--- src/rtl/cic_pkg.sv ---
// Shared constants for the CIC decimation path.
// Holds the controller state encoding and default geometry (ratio width,
// filter order). The integrator/comb datapath modules import the same
// package so every block agrees on the sequencing states.
package cic_pkg;

    typedef enum logic [1:0] {
        ST_IDLE   = 2'd0,
        ST_FLUSH  = 2'd1,
        ST_WARMUP = 2'd2,
        ST_RUN    = 2'd3
    } cic_state_e;

    localparam int DEF_RATIO_W  = 16;
    localparam int DEF_N_STAGES = 4;

endpackage

--- src/rtl/cic_rate_counter.sv ---
// Modulo-R decimation counter.
// Counts accepted samples 0 .. ratio-1. On the increment that hits ratio-1
// it wraps to 0 and registers a one-cycle terminal-count strobe, which
// appears the cycle after the accept (aligned with the registered
// integrator output).
// Ports:
//   clk, rst : clock, asynchronous active-high reset
//   clr      : synchronous clear of count and pending strobe
//   inc      : advance the counter (one accepted sample)
//   ratio    : modulus R (must be non-zero while counting)
//   count    : current count value
//   strobe   : registered terminal-count pulse
module cic_rate_counter #(
    parameter int RATIO_W = 16
) (
    input  logic               clk,
    input  logic               rst,
    input  logic               clr,
    input  logic               inc,
    input  logic [RATIO_W-1:0] ratio,
    output logic [RATIO_W-1:0] count,
    output logic               strobe
);

    logic term;

    assign term = (count == (ratio - RATIO_W'(1)));

    always_ff @(posedge clk or posedge rst) begin
        if (rst) begin
            count  <= '0;
            strobe <= 1'b0;
        end else if (clr) begin
            count  <= '0;
            strobe <= 1'b0;
        end else begin
            strobe <= inc && term;
            if (inc) begin
                count <= term ? '0 : count + RATIO_W'(1);
            end
        end
    end

endmodule

--- src/rtl/cic_decim_ctrl.sv ---
// CIC decimator control and sequencing.
// Latches the decimation ratio, flushes the integrator and comb chains on
// every reconfiguration, generates integrator enables and the comb
// decimation strobe, discards the first N_STAGES comb outputs while the
// comb delay lines fill, and drives a valid/ready output handshake with a
// sticky overrun flag. No datapath arithmetic lives here.
//
// Handshake: a sample is taken when in_valid & in_ready; a decimated word
// is consumed when out_valid & out_ready. The input side is never stalled
// by the output side: a new word arriving while the previous one is still
// unconsumed overwrites it and sets overrun.
//
// Ports:
//   clk, rst            : clock, asynchronous active-high reset
//   cfg_ratio, cfg_load : ratio value and its one-cycle load pulse (0 = off)
//   cfg_busy            : high while flushing or warming up
//   in_valid, in_ready  : input sample handshake
//   integ_ce, integ_clr : integrator chain enable / synchronous clear
//   comb_ce, comb_clr   : comb chain enable (decimation strobe) / clear
//   out_valid, out_ready: output word handshake
//   overrun, ovr_clr    : sticky lost-word flag and its clear
module cic_decim_ctrl
    import cic_pkg::*;
#(
    parameter int RATIO_W  = DEF_RATIO_W,
    parameter int N_STAGES = DEF_N_STAGES
) (
    input  logic               clk,
    input  logic               rst,
    input  logic [RATIO_W-1:0] cfg_ratio,
    input  logic               cfg_load,
    output logic               cfg_busy,
    input  logic               in_valid,
    output logic               in_ready,
    output logic               integ_ce,
    output logic               integ_clr,
    output logic               comb_ce,
    output logic               comb_clr,
    output logic               out_valid,
    input  logic               out_ready,
    output logic               overrun,
    input  logic               ovr_clr
);

    localparam int CNT_W = $clog2(N_STAGES + 1);
    localparam logic [CNT_W-1:0] LAST_STAGE = CNT_W'(N_STAGES - 1);

    cic_state_e         state_q, state_d;
    logic [RATIO_W-1:0] ratio_q;
    logic [CNT_W-1:0]   flush_cnt;
    logic [CNT_W-1:0]   warm_cnt;
    logic [RATIO_W-1:0] dec_count;
    logic               accept;
    logic               ctr_clr;
    logic               out_valid_q;
    logic               overrun_q;
    logic               ovr_set;

    // ------------------------------------------------------------------
    // Next-state logic. A cfg_load overrides whatever the current state
    // would do, so reconfiguration always aborts cleanly.
    // ------------------------------------------------------------------
    always_comb begin
        state_d = state_q;
        unique case (state_q)
            ST_IDLE:   state_d = ST_IDLE;
            ST_FLUSH:  if (flush_cnt == LAST_STAGE) state_d = ST_WARMUP;
            ST_WARMUP: if (comb_ce && (warm_cnt == LAST_STAGE)) state_d = ST_RUN;
            ST_RUN:    state_d = ST_RUN;
            default:   state_d = ST_IDLE;
        endcase
        if (cfg_load) begin
            state_d = (cfg_ratio != '0) ? ST_FLUSH : ST_IDLE;
        end
    end

    always_ff @(posedge clk or posedge rst) begin
        if (rst) begin
            state_q <= ST_IDLE;
        end else begin
            state_q <= state_d;
        end
    end

    // ------------------------------------------------------------------
    // Combinational outputs derived from state.
    // ------------------------------------------------------------------
    // The cycle carrying cfg_load never accepts a sample: the old ratio
    // and the counter are about to be discarded.
    assign in_ready  = ((state_q == ST_WARMUP) || (state_q == ST_RUN)) && !cfg_load;
    assign accept    = in_valid && in_ready;
    assign integ_ce  = accept;
    assign integ_clr = (state_q == ST_FLUSH);
    assign comb_clr  = (state_q == ST_FLUSH);
    assign cfg_busy  = (state_q == ST_FLUSH) || (state_q == ST_WARMUP);

    // ------------------------------------------------------------------
    // Ratio latch and flush / warm-up counters.
    // ------------------------------------------------------------------
    always_ff @(posedge clk or posedge rst) begin
        if (rst) begin
            ratio_q   <= '0;
            flush_cnt <= '0;
            warm_cnt  <= '0;
        end else begin
            if (cfg_load) begin
                ratio_q <= cfg_ratio;
            end

            // Restarting FLUSH always begins a full-length count.
            if (cfg_load || (state_q != ST_FLUSH)) begin
                flush_cnt <= '0;
            end else begin
                flush_cnt <= flush_cnt + CNT_W'(1);
            end

            if (cfg_load || (state_q == ST_FLUSH)) begin
                warm_cnt <= '0;
            end else if ((state_q == ST_WARMUP) && comb_ce) begin
                warm_cnt <= warm_cnt + CNT_W'(1);
            end
        end
    end

    // ------------------------------------------------------------------
    // Decimation counter; its registered strobe is the comb enable.
    // Clearing on cfg_load drops any strobe already pending.
    // ------------------------------------------------------------------
    assign ctr_clr = cfg_load || (state_q == ST_FLUSH);

    cic_rate_counter #(
        .RATIO_W (RATIO_W)
    ) u_rate_counter (
        .clk    (clk),
        .rst    (rst),
        .clr    (ctr_clr),
        .inc    (accept),
        .ratio  (ratio_q),
        .count  (dec_count),
        .strobe (comb_ce)
    );

    // ------------------------------------------------------------------
    // Output handshake and overrun.
    // A comb_ce in RUN marks a fresh word next cycle; it takes priority
    // over consumption so back-to-back words have no bubble.
    // ------------------------------------------------------------------
    assign ovr_set = comb_ce && out_valid_q && !out_ready;

    always_ff @(posedge clk or posedge rst) begin
        if (rst) begin
            out_valid_q <= 1'b0;
            overrun_q   <= 1'b0;
        end else begin
            if (cfg_load || (state_q == ST_FLUSH)) begin
                out_valid_q <= 1'b0;
            end else if (comb_ce && (state_q == ST_RUN)) begin
                out_valid_q <= 1'b1;
            end else if (out_valid_q && out_ready) begin
                out_valid_q <= 1'b0;
            end

            if (ovr_set) begin
                overrun_q <= 1'b1;
            end else if (ovr_clr) begin
                overrun_q <= 1'b0;
            end
        end
    end

    assign out_valid = out_valid_q;
    assign overrun   = overrun_q;

endmodule
--- config.mk ---
export PLATFORM = sky130hd
export DESIGN_NAME = cic_decim_ctrl
export DESIGN_NICKNAME = d
export VERILOG_FILES = /design/src/rtl/cic_pkg.sv /design/src/rtl/cic_rate_counter.sv /design/src/rtl/cic_decim_ctrl.sv
export SDC_FILE = /design/constraint.sdc
export NUM_CORES = 1
export LEC_CHECK = 0
export CAP_MARGIN = 15
export CORE_ASPECT_RATIO = 1.1
export CORE_MARGIN = 5
export CORE_UTILIZATION = 35
export DETAILED_ROUTE_END_ITERATION = 7
export DONT_BUFFER_PORTS = 1
export PLACE_DENSITY = 0.61
export SYNTH_ARGS = -nofsm -noshare
export SYNTH_HDL_FRONTEND = slang
export SYNTH_SLANG_ARGS = --single-unit
--- constraint.sdc ---
create_clock -name clk -period 4.4 [get_ports clk]
set_input_delay 0.22 -clock clk [delete_from_list [all_inputs] [get_ports clk]]
set_output_delay 0.22 -clock clk [all_outputs]
set_load 0.02 [all_outputs]
; ---- Yosys cells after proc, flatten, opt, wreduce, memory -nomap -nowiden
; Index checks and enable logic that the tools add are counted.
[op_classes]
n_eq_ne = 9
n_reduce_logical = 22
muxes = 17
n_addsub = 4
[op_table]
columns = cell, n
row1 = $mux W16, 3
row2 = $add A16 B1 Y16 const B, 1
row3 = $eq A16 B16 Y1, 1
row4 = $reduce_bool A16 Y1, 1
row5 = $sub A16 B1 Y16 const B, 1
row6 = $logic_and A1 B1 Y1, 9
row7 = $mux W3, 3
row8 = $pmux W2 S4, 1
row9 = $mux W1, 7
row10 = $add A3 B1 Y3 const B, 2
row11 = $eq A3 B2 Y1 const B, 2
row12 = $mux W2, 3
row13 = $reduce_bool A2 Y1, 3
row14 = $eq A2 B2 Y1 const B, 2
row15 = $logic_or A1 B1 Y1, 4
row16 = $ne A3 B2 Y1 const B, 1
row17 = $ne A3 B3 Y1 const B, 1
row18 = $reduce_bool A3 Y1, 1
row19 = $eq A2 B1 Y1 const B, 1
row20 = $logic_not A1 Y1, 2
row21 = $logic_not A2 Y1, 1
row22 = $ne A2 B1 Y1 const B, 1
row23 = $reduce_and A2 Y1, 1
[word_totals]
regBits = 43
word_cells = 60
input_bits = 22
out_inout_bits = 8

; ---- Depth between registers and ports, before layout
; Gate-level depths: netlist of the first run.
[logic_depth]
ltp_word = 6
ltp_mapped = 10
ltp_nobuf = 9

; ---- Modules after synthesis
; A second synthesis of the first run with hierarchy kept.
[hier_totals]
cells_unflattened = 284
area_unflattened_um2 = 2706.3
[by_module_without_submodules]
columns = module, seq_area_each_um2, instances, area_per_inst_um2, cells_per_inst
row1 = cic_rate_counter, 425.4, 1, 1520.2, 189
row2 = cic_decim_ctrl, 650.6, 1, 1186.1, 95

; ---- Worst setup path after synthesis of the first run
; OpenSTA, ideal clock, no wires.
[synth_path]
path_type = register to register
from = reg ratio_q[0]
to = reg u_rate_counter.count[1]
slack_ps = 1937
period_less_slack_ps = 2463
path_buffers = 0
stages_incl_launch_ff = 10
required_ps = 4279
arrival_time_ps = 2342
setup_time_ps = 121
cell_sequence = dfrtp_1 > inv_1 > ha_1 > nor2b_1 > or3_1 > a31o_2 > a2111oi_4 > nand4_4 > and2_4 > a22o_1
[synth_via]
elab_chain_len = 5
[synth_lines]
columns = item, line
row1 = "start, declared", cic_decim_ctrl.sv:49  ; logic [RATIO_W-1:0] ratio_q;
row2 = "start signal, assigned", cic_decim_ctrl.sv:107  ; ratio_q <= cfg_ratio;
row3 = $sub A16 B1 Y16, cic_rate_counter.sv:27  ; assign term = (count == (ratio - RATIO_W'(1)));
row4 = $eq A16 B16 Y1, cic_rate_counter.sv:27
row5 = $mux W16, cic_rate_counter.sv:39  ; count <= term ? '0 : count + RATIO_W'(1);
row6 = $mux W16, cic_rate_counter.sv:38  ; if (inc) begin
row7 = $mux W16, cic_rate_counter.sv:33  ; end else if (clr) begin
row8 = "end signal, assigned", cic_rate_counter.sv:39
row9 = "end, declared", cic_rate_counter.sv:21  ; output logic [RATIO_W-1:0] count,
; Every way passes these cells. The select of a mux whose other input is x is not followed.
; A chain may end at the register's enable or synchronous reset.

; ---- Worst setup path in the final report of the first run
; Same ends and word-level chain as after synthesis.

==> summary.txt, run 1 <==
Cells and area
  – Antenna cells: 0
  – Share of cells above drive strength 1: 0.124
  – Core Util, Final: 0.391
  – # fillers: 782
  – Synthesis-to-finish area growth: 7.65%
  – Non-filler instance count after layout: 395
  – Most common cell after layout, fill and taps aside: dfrtp_1
  – Most frequent cells in the layout: dfrtp_1, nand2_1, nor2_1
  – Fin nets: 321

Detailed routing
  – Drt drc: 0
  – Vias per cell: 5.24
  – DRT iter0 DRCs: 94
  – Pre-Repair DR Iteration Count: 4
  – Vias: 2071
  – Final antenna-violating net count: 0
  – Wire per inst: 15.0 µm
  – Routed WL: 5930 µm

Clock tree
  – TritonCTS Buffers: 5
  – H-tree depth: 2
  – Clock latency at the later pin of the worst-skew pair: 300 ps
  – Root buffer selected by CTS: clkbuf_8
  – Cts repair resizes: 0
  – CTS Buffer Depth: 2
  – Post-CTS Setup Repair Bufs: 0
  – CTS tree: yes
  – Clk pin slew, worst setup/hold paths: 80 ps
  – Clock Sinks: 43

Power
  – Tot Pwr: 1.01 mW
  – Pwr Density: 342 nW/µm²
  – Worst vdd ir: 203 µV
  – LEAKAGE: 1.22 nW

Logic synthesis
  – Yosys warnings: 0
  – EDFF count, synth: 0
  – Avg Synthesized Cell Area: 9.48 µm²
  – Mapped Cells: 288
  – Top cells by area, synth: dfrtp_1, ha_1, mux2_2
  – Largest area contributor in the netlist: dfrtp_1
  – Combinational family with the most area after synthesis: simple AND/OR/NAND/NOR gates
  – Post-Syn Area: 2730 µm²
  – Xor/xnor share of the synthesized area: 0.0577
  – Compound-Gate Fraction of Synth Area: 0.130
  – Sequential area share after synthesis: 0.394
  – Commonest register cell after synthesis: dfrtp_1
  – #FFs+latches synth: 43
  – Post-synthesis mux area share: 0.0673
  – Simple-gate share of the synthesized area: 0.265
  – Async set-or-reset flop fraction in the synthesized netlist: 1.00
  – Yosys top cell area share: 0.394
  – Post-synth cell types: 54
  – Post-Synth Adder-Cell Area: 0.0458
  – Syn_nets: 320

Worst setup path
  – CP max FO: 19
  – Worst R2R Path Depth: 9
  – Required @ worst endpoint: 4600 ps
  – Slowest Stage Delay on Critical Path: 440 ps
  – Critical path arrival: 3030 ps
  – Crit end category: flop
  – Worst Setup EP: u_rate_counter.count[1]
  – Reg2reg end: u_rate_counter.count[1]
  – Critical path startpoint category: flop
  – Slowest CP cell: dfrtp_1
  – R2r startpoint: ratio_q[0]
  – Reg2reg setup slack: 1570 ps
  – Crit Path Category: reg -> reg
  – Critical-path cell list: inv_1 -> ha_1 -> nor2b_1 -> or3_1 -> a31o_2 -> a2111oi_4 -> nand4_4 -> and2_4 -> a22o_1
  – Crit path launch: ratio_q[0]

Timing
  – RSZ-0062 raised after global routing: no
  – Final Cycle Share: 0.644
  – Slew headroom: 0.327
  – # setup viols final: 0
  – Final Hold Vio Count: 0
  – Total Negative Setup Slacks: 0 ps
  – Max Fclk: 353 MHz
  – Min Tclk post-route: 2830 ps
  – Final Skew: 5.90 ps
  – Tightest Pin Transition: 1010 ps
  – Final max-slew violation count: 0
  – Hold_ws: 27.3 ps

Placed design
  – IO buf count: 0
  – Routability Congestion: 0.792
  – Cells after DPL: 384
  – Hpwl dp: 4430 µm

Floorplanning
  – # IOs: 30
  – Initial Util: 0.363
  – Die W: 94.2 µm
  – FP Rows: 33
  – Die area: 9670 µm²
  – Die height: 103 µm
  – Core area: 7510 µm²

Global routing
  – Grt ovf: 0
  – Largest net degree at the start of global routing: 44
  – Tot GR Track Use: 0.137
  – Initial antenna violation count: 0
  – First-pass GRT wire length: 10400 µm
  – Vias in the first global route: 2157

Job
  – MaxCap Viol Count: 0

Min path
  – Hold Crit Depth: 1
  – Worst Hold Class: in -> reg

Status
  – Status: completed
critical path, delay by kind of cell (launching register included):
kind | cells | cell delay, ps
AOI/OAI and AO/OA | 3 | 820
and+or+nand+nor | 4 | 1150
buffers and inverters | 1 | 80
DFF | 1 | 440
adders and majority gates | 1 | 240
kinds of logic after synthesis:
logic type	after synthesis
simple gates	124
xor+xnor	18
fa+ha+maj	10
compound gates	48
flops	43
buf+inv	28
mux	17
routing by layer:
layer	part of all wire	wire length [µm]	track usage
met5	0	0	0
met1	0.45	2670	0.168
met2	0.49	2920	0.235
met3	0.041	241	0.0321
met4	0.017	103	0.0478
how the worst min path moves through the flow:
stage | start | end | slack (ps)
floorplan | ovr_clr | overrun | 320
global placement | rst | ratio_q[14] | 280
detailed placement | rst | ratio_q[14] | 290
CTS | cfg_load | ratio_q[7] | 20
global route | cfg_load | ratio_q[1] | 20
finish | cfg_load | ratio_q[7] | 30
layout make-up:
class | count | area, µm² | area share
clock inverter | 2 | 12.5 | 0.00426
sequential | 43 | 1080 | 0.366
clock buffer | 6 | 72.6 | 0.0247
inverter | 18 | 67.6 | 0.0230
tap | 105 | 131 | 0.0447
timing repair buffer | 4 | 35.0 | 0.0119
multi-input combinational | 217 | 1550 | 0.526
registers in the layout, summed over array words and instances, names as in the netlist:
register,cells
flush_cnt,3
out_valid,1
overrun,1
ratio_q,16
state_q,2
u_rate_counter.count,16
u_rate_counter.strobe,1
warm_cnt,3
through the flow:
step / cell area [µm²] / setup slack, ps
finish: 2940 / 1570
global route: 2940 / 1230
CTS: 2930 / 1560
detailed placement: 2830 / 1570
global placement: 2830 / 1670
floorplan: 2730 / 1940
Yosys cell counts (all sizes together) (2+ instances only):
cell type and count:
a31oi 10, nor2b 6, o21ai 9, ha 10, and3 6, xnor2 11
mux2i 6, or2 3, mux2 11, xor2 7, nand2 30, and4 2
clkbuf 7, o2bb2ai 3, nor3 4, nor4 8, nand2b 3, o211ai 5
nor3b 4, dfrtp 43, and4b 3, inv 18, buf 3, and2 6
nand3 13, nor2 22, nand4 8, a21oi 10
what timing repair did:
| action | in CTS | in global routing |
|---|---|---|
| setup endpoints to repair | 0 | 0 |
| hold endpoints to repair | 44 | 0 |
| hold buffers | 2 | 0 |
power by group:
part	leakage, nW	switching, mW	internal [mW]
Combinational	0.615	0.182	0.107
Sequential	0.561	0.0386	0.424
Clock	0.0412	0.142	0.111
(Power assumes the default switching activity.)
==> run 2, diff against run 1 <==
- clock period: 4.4 -> 2.71 ns (I/O delays scaled with it)
==> summary.txt, run 2 (synthesis gave the netlist of run 1 again) <==
Status
  – Status: completed

Worst setup path
  – R2r startpoint: ratio_q[3]
  – Worst Setup EP: u_rate_counter.count[1]
  – Worst R2R Path Depth: 8 (-1)
  – Crit Path Category: reg -> reg
  – Required @ worst endpoint: 2910 ps (-1690 ps)
  – Critical path startpoint category: flop
  – Reg2reg setup slack: 220 ps (-1350 ps)
  – CP max FO: 7 (-12)
  – Reg2reg end: u_rate_counter.count[1]
  – Crit path launch: ratio_q[3]
  – Critical path arrival: 2690 ps (-340 ps)
  – Crit end category: flop

Placed design
  – Post-placement setup slack: 124 ps (-1440 ps)
  – Hpwl dp: 4620 µm (+4.2%)
  – IO buf count: 0 (unchanged)
  – Dpl cell area: 2900 µm² (+2.4%)
  – Routability Congestion: 0.832 (+5.1%)
  – Cells after DPL: 393 (+2.3%)

Global routing
  – Initial antenna violation count: 0 (unchanged)
  – Vias in the first global route: 2227 (+3.2%)
  – Largest net degree at the start of global routing: 25 (-43%)
  – Tot GR Track Use: 0.144 (+0.00752)
  – Grt ovf: 0 (unchanged)
  – First-pass GRT wire length: 11100 µm (+6.6%)

Power
  – LEAKAGE: 1.37 nW (+13%)
  – Tot Pwr: 1.90 mW (+89%)
  – Pwr Density: 580 nW/µm² (+70%)
  – Worst vdd ir: 537 µV (+160%)

Clock tree
  – Clock Sinks: 43 (unchanged)
  – CTS Buffer Depth: 2 (unchanged)
  – Clock latency at the later pin of the worst-skew pair: 310 ps (about the same)
  – Clk pin slew, worst setup/hold paths: 90 ps (about the same)
  – Root buffer selected by CTS: clkbuf_8
  – CTS tree: yes
  – H-tree depth: 2 (unchanged)
  – TritonCTS Buffers: 5 (unchanged)

Floorplanning
  – # IOs: 30 (unchanged)
  – Core area: 7510 µm² (unchanged)
  – Die height: 103 µm (unchanged)
  – Die W: 94.2 µm (unchanged)
  – Die area: 9670 µm² (unchanged)
  – Initial Util: 0.363 (unchanged)
  – FP Rows: 33 (unchanged)

Timing
  – Min Tclk post-route: 2490 ps (-343 ps)
  – Final max-slew violation count: 0 (unchanged)
  – Final Skew: 5.87 ps (-0.0238 ps)
  – Tightest Pin Transition: 889 ps (-117 ps)
  – Total Negative Setup Slacks: 0 ps (unchanged)
  – Final Cycle Share: 0.918 (+0.275)
  – Final worst slack: 221 ps (-1350 ps)
  – Max Fclk: 402 MHz (+14%)
  – RSZ-0062 raised after global routing: no
  – # setup viols final: 0 (unchanged)
  – Slew headroom: 0.404 (+0.0766)
  – Final Hold Vio Count: 0 (unchanged)
  – Hold_ws: 18.8 ps (-8.47 ps)

Min path
  – Worst Hold Class: in -> reg

Cells and area
  – Non-filler instance count after layout: 422 (+6.8%)
  – Share of cells above drive strength 1: 0.158 (+0.0336)
  – Synthesis-to-finish area growth: 20.0%
  – # fillers: 757 (-3.2%)
  – Fin nets: 348 (+8.4%)
  – Antenna cells: 0 (unchanged)
  – Biggest regs: ratio_q: 16 flops, u_rate_counter.count: 16 flops
  – FF+latch area: 1080 µm² (unchanged)
  – Core Util, Final: 0.436 (+0.0448)
  – Most common cell after layout, fill and taps aside: dfrtp_1
  – Area occupied by multi-input gates: 1580 µm² (+2.1%)
  – Design Area, Final: 3280 µm² (+11%)
  – Most frequent cells in the layout: dfrtp_1, nand2_1, nor2_1

Detailed routing
  – DRT iter0 DRCs: 87 (-7.4%)
  – Final antenna-violating net count: 0 (unchanged)
  – Wire per inst: 15.0 µm (-0.27%)
  – Drt drc: 0 (unchanged)
  – Vias per cell: 5.22 (-0.52%)
  – Vias: 2201 (+6.3%)
  – Routed WL: 6320 µm (+6.5%)
  – Pre-Repair DR Iteration Count: 4 (unchanged)

Job
  – MaxCap Viol Count: 0 (unchanged)
[run 2: cell count changes in the layout (fill, tap and decap cells not counted), moves of 2 or more]
cell,before,now
dlygate4sd3_1,2,19
bufinv_16,0,2
buf_6,0,2
buf_4,2,10
[run 2: area by class of cell]
| cell class | count | area share |
|---|---|---|
| multi-input combinational | 217 | 0.481 |
| tap | 105 | 0.0401 |
| clock buffer | 5 | 0.0210 |
| clock inverter | 3 | 0.0206 |
| inverter | 18 | 0.0206 |
| timing repair buffer | 31 | 0.0878 |
| sequential | 43 | 0.328 |
[run 2: where the power goes]
group          leakage (nW)  total [mW]  switching, mW  internal, mW
Sequential            0.561       0.754         0.0653         0.688
Clock                0.0644       0.611          0.243         0.368
Combinational         0.747       0.537          0.322         0.215
Total                  1.37        1.90          0.630          1.27
[run 2: critical path, stage by stage, from the launching register on]
cell	delay, ps
dfrtp_1	480
nor3_2	460
nand2_1	170
nor4_1	310
buf_4	180
a2bb2oi_4	150
nand4_4	170
and2_4	230
a22o_1	220
[run 2: worst min-delay path by stage]
stage,end,startpoint,cells past startpoint
after floorplan,overrun,ovr_clr,1
after global placement,ratio_q[14],rst,1
after detailed placement,ratio_q[12],rst,1
after CTS,state_q[1],cfg_load,3
after global routing,out_valid,out_ready,2
final,state_q[1],cfg_load,3
[run 2: timing repair]
action                                 in CTS  in global routing
setup endpoints to repair                   0                 16
resized for setup                           0                  7
endpoints found under the hold margin      40                  0
setup buffers                               0                  2
hold buffers                               19                  0
[run 2: metal layers]
layer  track usage  share of wire
met5             0              0
met1         0.182           0.45
met3        0.0263          0.037
met4        0.0456          0.012
met2         0.251           0.50
